==> config.mk <==
export PLATFORM = sky130hd
export DESIGN_NAME = spsram_bist_flat
export DESIGN_NICKNAME = d
export VERILOG_FILES = /design/src/rtl/spsram_bist_pkg.sv /design/src/rtl/spsram_bist_if.sv /design/src/rtl/spsram_bist_chk.sv /design/src/rtl/spsram_bist.sv /design/src/flat_wrapper.sv
export SDC_FILE = /design/constraint.sdc
export NUM_CORES = 1
export LEC_CHECK = 0
export BUFFER_PORTS_ARGS = -buffer_cell sky130_fd_sc_hd__buf_2
export CAP_MARGIN = 20
export CORE_ASPECT_RATIO = 1.4
export CORE_UTILIZATION = 53
export DETAILED_ROUTE_END_ITERATION = 7
export GPL_ROUTABILITY_DRIVEN = 1
export PLACE_DENSITY = 0.95
export SLEW_MARGIN = 10
export SYNTH_ARGS = -nofsm -noshare
export SYNTH_HDL_FRONTEND = slang
export SYNTH_SLANG_ARGS = --single-unit
==> constraint.sdc <==
create_clock -name i_clk -period 8.9 [get_ports i_clk]
set_input_delay 0.89 -clock i_clk [delete_from_list [all_inputs] [get_ports i_clk]]
set_output_delay 0.89 -clock i_clk [all_outputs]
set_load 0.03 [all_outputs]
==> src/rtl/spsram_bist_pkg.sv <==
// Shared definitions for the SRAM built-in self-test: FSM encodings,
// pattern-select constants and the read-latency range check.
package spsram_bist_pkg;

  localparam logic [2:0] ST_IDLE = 3'd0;
  localparam logic [2:0] ST_WR0  = 3'd1;
  localparam logic [2:0] ST_RD0  = 3'd2;
  localparam logic [2:0] ST_WT0  = 3'd3;
  localparam logic [2:0] ST_WR1  = 3'd4;
  localparam logic [2:0] ST_RD1  = 3'd5;
  localparam logic [2:0] ST_WT1  = 3'd6;
  localparam logic [2:0] ST_DONE = 3'd7;

  typedef enum logic [2:0] {
    IDLE = ST_IDLE,
    WR0  = ST_WR0,
    RD0  = ST_RD0,
    WT0  = ST_WT0,
    WR1  = ST_WR1,
    RD1  = ST_RD1,
    WT1  = ST_WT1,
    DONE = ST_DONE
  } state_t;

  // Pattern select: PAT0 writes the address itself, PAT1 its complement.
  localparam logic PAT0 = 1'b0;
  localparam logic PAT1 = 1'b1;

  localparam int RD_LAT_MIN = 1;
  localparam int RD_LAT_MAX = 4;

  function automatic bit rd_lat_ok(input int lat);
    return (lat >= RD_LAT_MIN) && (lat <= RD_LAT_MAX);
  endfunction

endpackage

==> src/rtl/spsram_bist_if.sv <==
// Single-port SRAM bus (cen/wen/oen, address, write and read data).
// The BIST is the master; the SRAM macro (or its model) is the slave.
// Protocol: an access happens on a posedge where cen=1; wen=1 writes wdata
// to addr, oen=1 reads addr and rdata carries the word RD_LAT cycles later.
// wen and oen are never both 1.
interface spsram_bist_if #(
  parameter int AW = 5,
  parameter int DW = 32
);
  logic          cen;
  logic          wen;
  logic          oen;
  logic [AW-1:0] addr;
  logic [DW-1:0] wdata;
  logic [DW-1:0] rdata;

  modport master (output cen, output wen, output oen, output addr, output wdata, input rdata);
  modport slave  (input cen, input wen, input oen, input addr, input wdata, output rdata);
endinterface

==> src/rtl/spsram_bist_chk.sv <==
// Read-back checker: delays {valid, addr, expected} by RD_LAT cycles so each
// entry lines up with its read data, then counts mismatches and captures the
// first failing address/expected/got.
module spsram_bist_chk
  import spsram_bist_pkg::*;
#(
  parameter int DW     = 32,
  parameter int AW     = 5,
  parameter int RD_LAT = 1,
  parameter int EW     = 8
) (
  input  logic          clk,
  input  logic          rst,
  input  logic          clear,
  input  logic          push,
  input  logic [AW-1:0] addr,
  input  logic [DW-1:0] exp,
  input  logic [DW-1:0] rdata,
  output logic          fail,
  output logic [EW-1:0] err_cnt,
  output logic [AW-1:0] fail_addr,
  output logic [DW-1:0] fail_exp,
  output logic [DW-1:0] fail_got
);

  logic [RD_LAT-1:0] vld_q;
  logic [AW-1:0]     adr_q [RD_LAT];
  logic [DW-1:0]     exp_q [RD_LAT];
  logic              hit;

  assign hit = vld_q[RD_LAT-1] && (rdata != exp_q[RD_LAT-1]);

  // Expected-data pipeline; stage RD_LAT-1 meets the returning read data.
  always_ff @(posedge clk or posedge rst) begin
    if (rst) begin
      vld_q <= '0;
      for (int i = 0; i < RD_LAT; i++) begin
        adr_q[i] <= '0;
        exp_q[i] <= '0;
      end
    end else if (clear) begin
      vld_q <= '0;
    end else begin
      vld_q[0] <= push;
      adr_q[0] <= addr;
      exp_q[0] <= exp;
      for (int i = RD_LAT - 1; i > 0; i--) begin
        vld_q[i] <= vld_q[i-1];
        adr_q[i] <= adr_q[i-1];
        exp_q[i] <= exp_q[i-1];
      end
    end
  end

  // Saturating error count and first-mismatch capture.
  always_ff @(posedge clk or posedge rst) begin
    if (rst) begin
      fail      <= 1'b0;
      err_cnt   <= '0;
      fail_addr <= '0;
      fail_exp  <= '0;
      fail_got  <= '0;
    end else if (clear) begin
      fail      <= 1'b0;
      err_cnt   <= '0;
      fail_addr <= '0;
      fail_exp  <= '0;
      fail_got  <= '0;
    end else if (hit) begin
      if (err_cnt != {EW{1'b1}}) err_cnt <= err_cnt + EW'(1);
      if (!fail) begin
        fail      <= 1'b1;
        fail_addr <= adr_q[RD_LAT-1];
        fail_exp  <= exp_q[RD_LAT-1];
        fail_got  <= rdata;
      end
    end
  end

endmodule

==> src/rtl/spsram_bist.sv <==
// SRAM BIST master: on start, writes the address pattern, reads it back,
// drains, then repeats with the complemented pattern. Holds the FSM and the
// address/wait counter; comparison lives in spsram_bist_chk.
module spsram_bist
  import spsram_bist_pkg::*;
#(
  parameter int DW     = 32,
  parameter int AW     = 5,
  parameter int RD_LAT = 1,
  parameter int EW     = 8
) (
  input  logic          i_clk,
  input  logic          i_rst,
  input  logic          i_start,
  output logic          o_busy,
  output logic          o_done,
  output logic          o_fail,
  output logic [EW-1:0] o_err_cnt,
  output logic [AW-1:0] o_fail_addr,
  output logic [DW-1:0] o_fail_exp,
  output logic [DW-1:0] o_fail_got,
  spsram_bist_if.master sram,
  output state_t        dbg_state
);

  if (!rd_lat_ok(RD_LAT)) begin : g_bad_rd_lat
    $error("spsram_bist: RD_LAT must be within 1..4");
  end

  state_t        state_q, state_d;
  logic [AW-1:0] cnt_q, cnt_d;
  logic          cen, wen, oen;
  logic [AW-1:0] bus_addr;
  logic [DW-1:0] wdata;
  logic          push, clear, pat_sel;
  logic [DW-1:0] p0, pat;

  // Same counter serves as address in WR/RD and as wait counter in WT.
  assign p0  = DW'(cnt_q);
  assign pat = (pat_sel == PAT1) ? ~p0 : p0;

  // State and counter registers.
  always_ff @(posedge i_clk or posedge i_rst) begin
    if (i_rst) begin
      state_q <= IDLE;
      cnt_q   <= '0;
    end else begin
      state_q <= state_d;
      cnt_q   <= cnt_d;
    end
  end

  // Next state and bus drive; bus is idle (all zero) outside WR/RD.
  always_comb begin
    state_d  = state_q;
    cnt_d    = '0;
    cen      = 1'b0;
    wen      = 1'b0;
    oen      = 1'b0;
    bus_addr = '0;
    wdata    = '0;
    push     = 1'b0;
    clear    = 1'b0;
    pat_sel  = (state_q == WR1 || state_q == RD1) ? PAT1 : PAT0;
    unique case (state_q)
      IDLE, DONE: begin
        if (i_start) begin
          state_d = WR0;
          clear   = 1'b1;
        end
      end
      WR0, WR1: begin
        cen      = 1'b1;
        wen      = 1'b1;
        bus_addr = cnt_q;
        wdata    = pat;
        cnt_d    = cnt_q + AW'(1);
        if (&cnt_q) state_d = (state_q == WR0) ? RD0 : RD1;
      end
      RD0, RD1: begin
        cen      = 1'b1;
        oen      = 1'b1;
        bus_addr = cnt_q;
        push     = 1'b1;
        cnt_d    = cnt_q + AW'(1);
        if (&cnt_q) state_d = (state_q == RD0) ? WT0 : WT1;
      end
      WT0, WT1: begin
        cnt_d = cnt_q + AW'(1);
        if (cnt_q == AW'(RD_LAT - 1)) begin
          cnt_d   = '0;
          state_d = (state_q == WT0) ? WR1 : DONE;
        end
      end
    endcase
  end

  assign sram.cen   = cen;
  assign sram.wen   = wen;
  assign sram.oen   = oen;
  assign sram.addr  = bus_addr;
  assign sram.wdata = wdata;

  assign o_busy    = (state_q != IDLE) && (state_q != DONE);
  assign o_done    = (state_q == DONE);
  assign dbg_state = state_q;

  spsram_bist_chk #(
    .DW(DW), .AW(AW), .RD_LAT(RD_LAT), .EW(EW)
  ) u_chk (
    .clk      (i_clk),
    .rst      (i_rst),
    .clear    (clear),
    .push     (push),
    .addr     (bus_addr),
    .exp      (pat),
    .rdata    (sram.rdata),
    .fail     (o_fail),
    .err_cnt  (o_err_cnt),
    .fail_addr(o_fail_addr),
    .fail_exp (o_fail_exp),
    .fail_got (o_fail_got)
  );

endmodule

==> src/flat_wrapper.sv <==
// flat-port wrapper written by rule: the top's interface ports become plain ports
module spsram_bist_flat import spsram_bist_pkg::*;
#(
  parameter int DW     = 32,
  parameter int AW     = 5,
  parameter int RD_LAT = 1,
  parameter int EW     = 8
)
  (i_clk, i_rst, i_start, o_busy, o_done, o_fail, o_err_cnt, o_fail_addr, o_fail_exp, o_fail_got, dbg_state, sram_cen, sram_wen, sram_oen, sram_addr, sram_wdata, sram_rdata);
  spsram_bist_if #(.AW(AW), .DW(DW)) sram_i ();
  input  logic i_clk;
  input  logic i_rst;
  input  logic i_start;
  output logic o_busy;
  output logic o_done;
  output logic o_fail;
  output logic [EW-1:0] o_err_cnt;
  output logic [AW-1:0] o_fail_addr;
  output logic [DW-1:0] o_fail_exp;
  output logic [DW-1:0] o_fail_got;
  output state_t dbg_state;
  output wire logic [$bits(sram_i.cen)-1:0] sram_cen;
  output wire logic [$bits(sram_i.wen)-1:0] sram_wen;
  output wire logic [$bits(sram_i.oen)-1:0] sram_oen;
  output wire logic [$bits(sram_i.addr)-1:0] sram_addr;
  output wire logic [$bits(sram_i.wdata)-1:0] sram_wdata;
  input wire logic [$bits(sram_i.rdata)-1:0] sram_rdata;
  assign sram_cen = sram_i.cen;
  assign sram_wen = sram_i.wen;
  assign sram_oen = sram_i.oen;
  assign sram_addr = sram_i.addr;
  assign sram_wdata = sram_i.wdata;
  assign sram_i.rdata = sram_rdata;
  spsram_bist #(.DW(DW), .AW(AW), .RD_LAT(RD_LAT), .EW(EW)) u_core (.i_clk(i_clk), .i_rst(i_rst), .i_start(i_start), .o_busy(o_busy), .o_done(o_done), .o_fail(o_fail), .o_err_cnt(o_err_cnt), .o_fail_addr(o_fail_addr), .o_fail_exp(o_fail_exp), .o_fail_got(o_fail_got), .sram(sram_i), .dbg_state(dbg_state));
endmodule
==> flow_summary.yaml, run 1 <==
clocking:
  cts_root_buf: "clkbuf_8"
  ctsHoldBuffers: 0
  cts_resized: 0
  cts_setup_buffers: 0
  cts_max_level: 3
  cts_sinks: 72
  clkTransAtPathRegs_ns: 0.07
  clockBufferDepth: 2
  cts_tree: "built"
  cts_made_buffers: 9
  clk_latency_ns: 0.34
yosys:
  synthTopCellsByArea: "dfrtp_1 45%, buf_4 9.8%, nand3_1 6.4%"
  synth_edf_count: 0
  muxShareOfSynthArea_pct: 0.536
  yosysUniqueCellTypes: 45
  synthSimpleGateAreaFrac_pct: 21.1
  synth_fa_ha_area_share_pct: 1.51
  synth_xor_area_share_pct: 3.09
  synth.top_cell.area_share_pct: 45.4
  syn_nets: 486
  syn_inst: 447
  synth_top_flop_cell: "dfrtp_1"
  synth.avg_cell_area_um2: 8.88
  async_reset_ff_share_pct: 100
  synth_top_area_cell: "dfrtp_1"
  ys_warn_count: 0
  seq_area_frac_synth_pct: 45.4
  synth-compound-area-share_pct: 13.5
  synth_seq_cells: 72
  synth_top_family_by_area: "simple AND/OR/NAND/NOR gates"
  netlist_area_mm2: 0.00397
sta:
  fin_crit_ns: 3.42
  period_share_pct: 38.5
  final.setup_skew_ns: 0.00638
  holdWs_ns: 0.479
  rsz0062_at_grt: "no"
  worst_pin_slew_ns: 0.940
  fin_setup_tns_ns: 0
  maxSlewViolCount: 0
  finalHoldViolations: 0
  max_clock_freq_mhz: 292
  slew_headroom_pct: 37.1
  setup_viol: 0
floorplan:
  die-area_mm2: 0.00784
  die-width_um: 75.1
  initial_core_util_pct: 54.3
  row_count: 37
  ios: 158
  die_h_um: 104
  core_mm2: 0.00731
pwr:
  internal-power_uw: 893
  vdd_drop_max_mv: 0.268
  p_sw_share_pct: 54.3
  share_comb_of_total_power_pct: 57.4
  pwr-share-seq_pct: 31.3
  clkPwrFrac_pct: 11.3
  power_density_mw_per_mm2: 433
  p_leak_nw: 2.45
  power_switching_mw: 1.06
placed_design:
  place_area_mm2: 0.00435
  port_buffers: 157
  hpwl_mm: 6.53
  gp_congestion: 0.841
critical_path:
  crit_start: "sram_rdata[21]"
  required_ns: 9.16
  crit_path_end_kind: "register"
  crit_arrival_ns: 3.68
  r2r_start: "u_core.u_chk.exp_q[30]"
  path_class: "input port to register"
  crit_path_max_fanout: 48
  cp-start-kind: "input port"
drt:
  num_vias: 3501
  ant_nets: 0
  drt-pass1-iter-count: 5
  first_iter_violations: 232
  routedWlPerCell_um: 14.4
  routed_via_density: 5.50
  route.detailed.drc: 0
  postRouteWirelength_mm: 9.17
grt:
  grt_use_total_pct: 23.3
  grt_pass1_vias: 3086
  antenna_found_initial: 0
  grt_pass1_wl_mm: 14.1
  grt_overflow: 0
  grt_max_degree: 88
final_layout:
  utilization_pct: 61.7
  nNetsFinal: 574
  synthToLayoutAreaGrowth_pct: 13.7
  fin_area_mm2: 0.00451
  mostFrequentLayoutCells: "157 x buf_2, 72 x dfrtp_1, 54 x nand2_1, 51 x nand3_1, 40 x o21ai_1"
  n_antenna_cell: 0
  layout_commonest_cell: "buf_2"
  drive_above_1_share_pct: 34.3
worst_hold_path:
  worstHoldStart: "u_core.u_chk.adr_q[4]"
  hold_class: "register to register"
flow_run:
  cap_violations: 0
outcome:
  status: "finished, final reports clean"
synth_stat cells (all sizes together), types with 6 or more instances:
| library cell | number |
|---|---|
| o21ai | 56 |
| clkbuf | 21 |
| xor2 | 7 |
| or3 | 6 |
| nor2 | 19 |
| a21o | 7 |
| a21oi | 16 |
| dfrtp | 72 |
| inv | 8 |
| buf | 62 |
| and2 | 9 |
| nor3 | 6 |
| xnor2 | 7 |
| nand3 | 51 |
| nand2 | 55 |
routing by layer:
layer / part of all wire [%] / GRT usage (%)
met5: 0 / 0
met4: 2.1 / 10.4
met3: 8.9 / 6.10
met2: 49 / 39.1
met1: 40 / 27.1
cell type report:
class | instances | area [um2]
fillers | 589 | 2800
well taps | 97 | 121
clock buffers | 12 | 145
multi-input cells | 284 | 1590
repair buffers | 160 | 808
flip-flops and latches | 72 | 1800
clock inverters | 4 | 20.0
inverters | 8 | 30.0
sequential cells by signal (all words and copies together), names as in the netlist:
| name | cells |
|---|---|
| u_core.u_chk.fail_addr | 5 |
| u_core.dbg_state | 3 |
| u_core.u_chk.fail_got | 32 |
| u_core.u_chk.err_cnt | 8 |
| u_core.u_chk.fail | 1 |
| u_core.cnt_q | 5 |
| u_core.u_chk.exp_q | 6 |
| u_core.u_chk.fail_exp | 6 |
| u_core.u_chk.vld_q | 1 |
| u_core.u_chk.adr_q | 5 |
power by group through the flow:
stage	clock network [mW]	logic (mW)	registers (mW)
3_3_place_gp	0	1.09	0.603
4_1_cts	0.224	1.13	0.608
3_5_place_dp	0	1.12	0.614
6_report	0.220	1.12	0.612
5_1_grt	0.239	1.21	0.632
2_1_floorplan	0	0.803	0.759
worst max-delay path, cell delays in order:
cell and delay, ns:
buf_2 0.11, or4_1 0.51, nor4_1 0.30, o22ai_1 0.26, o21ai_4 0.77, buf_4 0.52, nand3_1 0.14, o21ai_1 0.15
cells by family (layout without fill, tap and decap cells):
group                    after synthesis  count (layout)
adder cells (fa/ha/maj)                5               5
multiplexers                           2               2
flip-flops                            72              72
AND/OR/NAND/NOR                      172             172
AO/OA/AOI/OAI                         91              91
XOR/XNOR                              14              14
buffers and inverters                 91             184
path summary, 6_finish.rpt:
| kind | end | slack [ns] | cells after the start |
|---|---|---|---|
| min | u_core.u_chk.adr_q[4] | 0.48 | 1 |
| max | u_core.u_chk.fail_got[13] | 5.48 | 8 |
| min reg2reg | u_core.u_chk.adr_q[4] | 0.48 | 1 |
| max in group asynchronous | u_core.u_chk.err_cnt[3] | 7.50 | 3 |
| min in group asynchronous | u_core.u_chk.fail_got[26] | 0.80 | 3 |
| max reg2reg | u_core.u_chk.fail_got[13] | 5.56 | 7 |
per-stage QoR:
stage          setup WS (ns)  std cells  power, mW
2_1_floorplan           4.48        447       1.56
3_3_place_gp            5.33        621       1.69
3_5_place_dp            5.20        621       1.74
4_1_cts                 5.56        637       1.96
5_1_grt                 5.32        637       2.09
6_report                5.48        637       1.95
Power figures use the tool's default switching activity.
==> inputs of run 2 (changes only) <==
--- a/config.mk
+++ b/config.mk
@@ -8,10 +8,10 @@
 export BUFFER_PORTS_ARGS = -buffer_cell sky130_fd_sc_hd__buf_2
 export CAP_MARGIN = 20
 export CORE_ASPECT_RATIO = 1.4
-export CORE_UTILIZATION = 53
+export CORE_UTILIZATION = 49
 export DETAILED_ROUTE_END_ITERATION = 7
 export GPL_ROUTABILITY_DRIVEN = 1
-export PLACE_DENSITY = 0.95
+export PLACE_DENSITY = 0.91
 export SLEW_MARGIN = 10
 export SYNTH_ARGS = -nofsm -noshare
 export SYNTH_HDL_FRONTEND = slang
==> constraint.sdc (replaced) <==
create_clock -name i_clk -period 3.29 [get_ports i_clk]
set_input_delay 0.329 -clock i_clk [delete_from_list [all_inputs] [get_ports i_clk]]
set_output_delay 0.329 -clock i_clk [all_outputs]
set_load 0.03 [all_outputs]
==> run 2 against run 1 <==
Against the previous run:
- the flow now finishes with violations (design-rule violations)
- via count down 1.1%
- total power rose to 2.8 times the previous value
- global-route usage down 1.7 points
- core utilization down 3.0 points
- critical path depth down 2
- register-to-register slack worse by 5.0 ns
- final cell count up 0.47%
- clock-buffer cell count up 2
- clock power rose to 3.2 times the previous value
- sequential power rose to 2.7 times the previous value
- sequential share of layout area down 0.56 points
- die area up 8.0%
- critical path type is now register to register
- critical endpoint is now u_core.u_chk.err_cnt[2]
- largest power group unchanged
- highest routed layer unchanged
==> flow_summary.yaml, run 2 (synthesis gave the netlist of run 1 again) <==
critical_path:
  cp-start-kind: "register"
  required_ns: 3.47
  crit_arrival_ns: 2.90
  crit_path_end_kind: "register"
  crit_path_max_fanout: 11
  path_class: "register to register"
drt:
  routedWlPerCell_um: 14.2
  drt-pass1-iter-count: 8
  route.detailed.drc: 1
  num_vias: 3463
  postRouteWirelength_mm: 9.06
  ant_nets: 0
  first_iter_violations: 243
  routed_via_density: 5.41
pwr:
  share_comb_of_total_power_pct: 56.6
  pwr-share-seq_pct: 30.4
  clkPwrFrac_pct: 13.0
  power_switching_mw: 2.87
  p_leak_nw: 2.47
  vdd_drop_max_mv: 0.803
  internal-power_mw: 2.53
  p_sw_share_pct: 53.1
  power_density_mw_per_mm2: 1180
clocking:
  cts_made_buffers: 9
  cts_max_level: 3
  cts_sinks: 72
  ctsHoldBuffers: 0
  cts_setup_buffers: 0
  cts_root_buf: "clkbuf_8"
  clkTransAtPathRegs_ns: 0.07
  clk_latency_ns: 0.35
  cts_tree: "built"
  cts_resized: 0
  clockBufferDepth: 2
sta:
  maxSlewViolCount: 0
  finalHoldViolations: 0
  rsz0062_at_grt: "no"
  fin_setup_tns_ns: 0
  slew_headroom_pct: 36.2
  period_share_pct: 82.8
  worst_pin_slew_ns: 0.952
  setup_viol: 0
  holdWs_ns: 0.173
  max_clock_freq_mhz: 367
  fin_crit_ns: 2.72
  final.setup_skew_ns: 0.0150
grt:
  grt_pass1_vias: 2996
  grt_max_degree: 88
  antenna_found_initial: 0
  grt_use_total_pct: 21.5
  grt_pass1_wl_mm: 14.1
  grt_overflow: 0
final_layout:
  fillers: 658
  mostFrequentLayoutCells: "157 x buf_2, 72 x dfrtp_1, 54 x nand2_1, 51 x nand3_1, 40 x o21ai_1"
  layout_commonest_cell: "buf_2"
  nNetsFinal: 574
  largest_register_ffs: 32
  n_antenna_cell: 0
  synthToLayoutAreaGrowth_pct: 15.3
  top_register: "u_core.u_chk.fail_got"
  drive_above_1_share_pct: 34.1
  largest_registers: "u_core.u_chk.fail_got: 32 flops, u_core.u_chk.err_cnt: 8 flops"
floorplan:
  die-area_mm2: 0.00847
  ios: 158
  die_h_um: 108
  die-width_um: 78.1
  core_mm2: 0.00780
  row_count: 38
  initial_core_util_pct: 50.9
flow_run:
  cap_violations: 0
worst_hold_path:
  hold_class: "input port to asynchronous set/reset pin"
outcome:
  status: "finished, violations left"
  violations: "design-rule violations"
placed_design:
  port_buffers: 157
  gp_congestion: 0.834
  hpwl_mm: 6.56
[run 2: cell types whose count changed in the layout (fill, tap and decap cells not counted)]
cell / change
buf_12: +2
clkbuf_8: +1
buf_4: -2
clkbuf_1: +1
bufinv_16: +1
clkinv_2: -4
clkinvlp_4: +1
[run 2: power groups by stage]
stage / clock, mW / combinational, mW / sequential (mW)
floorplan: 0 / 2.17 / 2.05
global placement: 0 / 2.99 / 1.62
detailed placement: 0 / 3.07 / 1.65
global route: 0.744 / 3.28 / 1.70
CTS: 0.710 / 3.08 / 1.63
finish: 0.703 / 3.06 / 1.64
[run 2: through the flow]
stage,utilization (%),std cells,area [um2],setup slack (ns),power (mW)
after floorplan,-,447,3970,0.468,4.22
after global placement,56.1,624,4380,0.686,4.61
after global routing,58.7,640,4580,0.374,5.72
after CTS,58.7,640,4580,0.607,5.42
final,58.7,640,4580,0.567,5.40
after detailed placement,56.1,624,4380,0.625,4.72
[run 2: cell type report]
class	count	area, um2	area share [%]
Inverter	8	30.0	0.656
Multi-Input combinational cell	284	1590	34.7
Sequential cell	72	1800	39.4
Clock buffer	14	163	3.55
Timing Repair Buffer	160	833	18.2
Clock inverter	2	37.5	0.820
Tap cell	100	125	2.73
[run 2: worst max-delay path, cell delays in order, from the launching register on]
cell and delay [ns]:
dfrtp_1 0.48, or4_4 0.59, a2111oi_4 0.36, o211ai_2 0.17, o211ai_1 0.68, or3_1 0.20
a21oi_1 0.07
[run 2: layer usage]
layer  up-vias  wire, um  track usage [%]
li1       1659         -                -
met1      1587      3670             25.8
met2       196      4380             36.3
met3        21       760             3.80
met4         0       245             12.3
met5         -         0                0
[run 2: path summary, 6_finish.rpt]
kind	end	from	cells after the start	slack (ns)
setup / recovery	u_core.u_chk.err_cnt[2]	u_core.u_chk.exp_q[30]	6	0.57
hold / removal	u_core.u_chk.fail_got[7]	i_rst	2	0.17
setup reg to reg	u_core.u_chk.err_cnt[2]	u_core.u_chk.exp_q[30]	6	0.57
hold reg to reg	u_core.u_chk.adr_q[4]	u_core.u_chk.adr_q[4]	1	0.48
max in group asynchronous	u_core.u_chk.err_cnt[3]	i_rst	3	2.20
min in group i_clk	u_core.u_chk.fail_got[1]	sram_rdata[1]	3	0.23
==> inputs of run 3 (changes only) <==
==> constraint.sdc (replaced) <==
create_clock -name i_clk -period 2.7 [get_ports i_clk]
set_input_delay 0.27 -clock i_clk [delete_from_list [all_inputs] [get_ports i_clk]]
set_output_delay 0.27 -clock i_clk [all_outputs]
set_load 0.03 [all_outputs]
==> run 3 against run 2 <==
Against the previous run:
- total power increased by 24%
- die area unchanged
- clock-buffer cell count decreased by 1
- largest cell class unchanged
- sequential share of layout area decreased by 0.76 points
- the run now ends clean
- core utilization increased by 1.2 points
- routed wire length decreased by 4.1%
- register-to-register slack got worse by 0.17 ns
- critical path depth increased by 1
- sequential power increased by 20%
==> flow_summary.yaml, run 3 (synthesis gave the netlist of run 1 again) <==
sta:
  maxSlewViolCount: 0
  worst_pin_slew_ns: 0.755
  setup_viol: 0
  period_share_pct: 85.3
  slew_headroom_pct: 49.6
  rsz0062_at_grt: "no"
  max_clock_freq_mhz: 434
  finalHoldViolations: 0
  setup_slack_ns: 0.398
  final.setup_skew_ns: 0.00674
  fin_crit_ns: 2.30
  fin_setup_tns_ns: 0
clocking:
  cts_max_level: 3
  clk_latency_ns: 0.36
  clockBufferDepth: 2
  cts_sinks: 72
  ctsHoldBuffers: 0
  cts_setup_buffers: 0
  clkTransAtPathRegs_ns: 0.07
  cts_made_buffers: 9
  cts_resized: 0
  cts_root_buf: "clkbuf_8"
  cts_tree: "built"
drt:
  drt-pass1-iter-count: 5
  postRouteWirelength_mm: 8.68
  route.detailed.drc: 0
  first_iter_violations: 249
  ant_nets: 0
  num_vias: 3469
  routedWlPerCell_um: 13.4
  routed_via_density: 5.37
critical_path:
  critical_path.slowest_cell: "or4_4"
  r2r_start: "u_core.u_chk.exp_q[30]"
  crit_path_max_fanout: 11
  r2r_cells: 7
  cpPeakStageDelay_ns: 0.55
  r2r_end: "u_core.u_chk.err_cnt[0]"
  path_cells: "or4_4 > a2111oi_4 > o211ai_2 > o211ai_1 > buf_4 > xor2_1 > nor2_1"
  required_ns: 2.93
  r2r_setup_slack_ns: 0.40
  crit_path_end_kind: "register"
  path_class: "register to register"
  crit_buf_inv: 1
  cp-start-kind: "register"
  crit_arrival_ns: 2.53
  cpLargestDelayFamily: "compound AO/OA/AOI/OAI gates"
final_layout:
  fin_area_mm2: 0.00467
  nNetsFinal: 580
  n_antenna_cell: 0
  largest_register_ffs: 32
  largest_registers: "u_core.u_chk.fail_got: 32 flops, u_core.u_chk.err_cnt: 8 flops"
  layout_commonest_cell: "buf_2"
  mostFrequentLayoutCells: "157 x buf_2, 72 x dfrtp_1, 54 x nand2_1, 51 x nand3_1, 40 x o21ai_1"
  drive_above_1_share_pct: 34.8
  layoutNonFillerInstCount: 646
  fillers: 645
  top_register: "u_core.u_chk.fail_got"
  synthToLayoutAreaGrowth_pct: 17.6
placed_design:
  place_area_mm2: 0.00445
  hpwl_mm: 6.42
  gp_congestion: 0.814
  dp.cells: 630
  port_buffers: 157
  pre_cts_slack_ns: 0.431
pwr:
  p_leak_nw: 2.52
  clkPwrFrac_pct: 13.7
  vdd_drop_max_mv: 0.877
  p_sw_share_pct: 51.9
  share_comb_of_total_power_pct: 57.0
  power_density_mw_per_mm2: 1430
  power_switching_mw: 3.48
  pwr-share-seq_pct: 29.3
  internal-power_mw: 3.22
floorplan:
  core_mm2: 0.00780
  die-area_mm2: 0.00847
  die_h_um: 108
  die-width_um: 78.1
  row_count: 38
  initial_core_util_pct: 50.9
  ios: 158
grt:
  grt_use_total_pct: 21.3
  grt_max_degree: 88
  antenna_found_initial: 0
  grt_pass1_vias: 3102
  grt_overflow: 0
  grt_pass1_wl_mm: 13.9
outcome:
  status: "finished, final reports clean"
worst_hold_path:
  hold_class: "input port to asynchronous set/reset pin"
flow_run:
  cap_violations: 0
-- run 3: worst max-delay path by stage --
stage,start,to,slack [ns],cells after the start
floorplan,u_core.dbg_state[1],sram_wdata[10],0.31,4
global placement,sram_rdata[7],u_core.u_chk.err_cnt[7],0.48,7
detailed placement,sram_rdata[7],u_core.u_chk.err_cnt[0],0.43,8
CTS,u_core.dbg_state[2],sram_addr[2],0.41,4
global route,u_core.u_chk.exp_q[30],u_core.u_chk.err_cnt[0],0.27,8
finish,u_core.u_chk.exp_q[30],u_core.u_chk.err_cnt[0],0.40,7
-- run 3: cell type report --
class / count / area, um2 / share of cell area [%]
multi-input cells: 284 / 1590 / 34.1
clock inverters: 3 / 65.1 / 1.39
inverters: 8 / 30.0 / 0.643
well taps: 100 / 125 / 2.68
flip-flops and latches: 72 / 1800 / 38.6
repair buffers: 166 / 903 / 19.4
clock buffers: 13 / 149 / 3.19
-- run 3: power groups by stage --
stage	registers (mW)	logic [mW]	clock network (mW)
after floorplan	2.50	2.65	0
after global placement	1.94	3.76	0
after detailed placement	1.98	3.84	0
after CTS	1.96	3.85	0.936
after global routing	2.03	4.13	0.974
final	1.96	3.81	0.918
-- run 3: layer usage --
| layer | wire (um) | track usage [%] | vias to the layer above |
|---|---|---|---|
| met5 | 0 | 0 | - |
| met4 | 292 | 13.1 | 0 |
| met3 | 586 | 3.63 | 21 |
| met2 | 4330 | 36.0 | 181 |
| met1 | 3480 | 25.1 | 1604 |
| li1 | - | - | 1663 |
-- run 3: per-stage QoR --
step                hold WS [ns]  util, %  power, mW
floorplan                  0.374        -       5.15
global placement           0.431     57.1       5.71
detailed placement         0.451     57.1       5.82
CTS                       0.0643     59.9       6.74
global route               0.117     59.9       7.14
finish                    0.0482     59.9       6.70
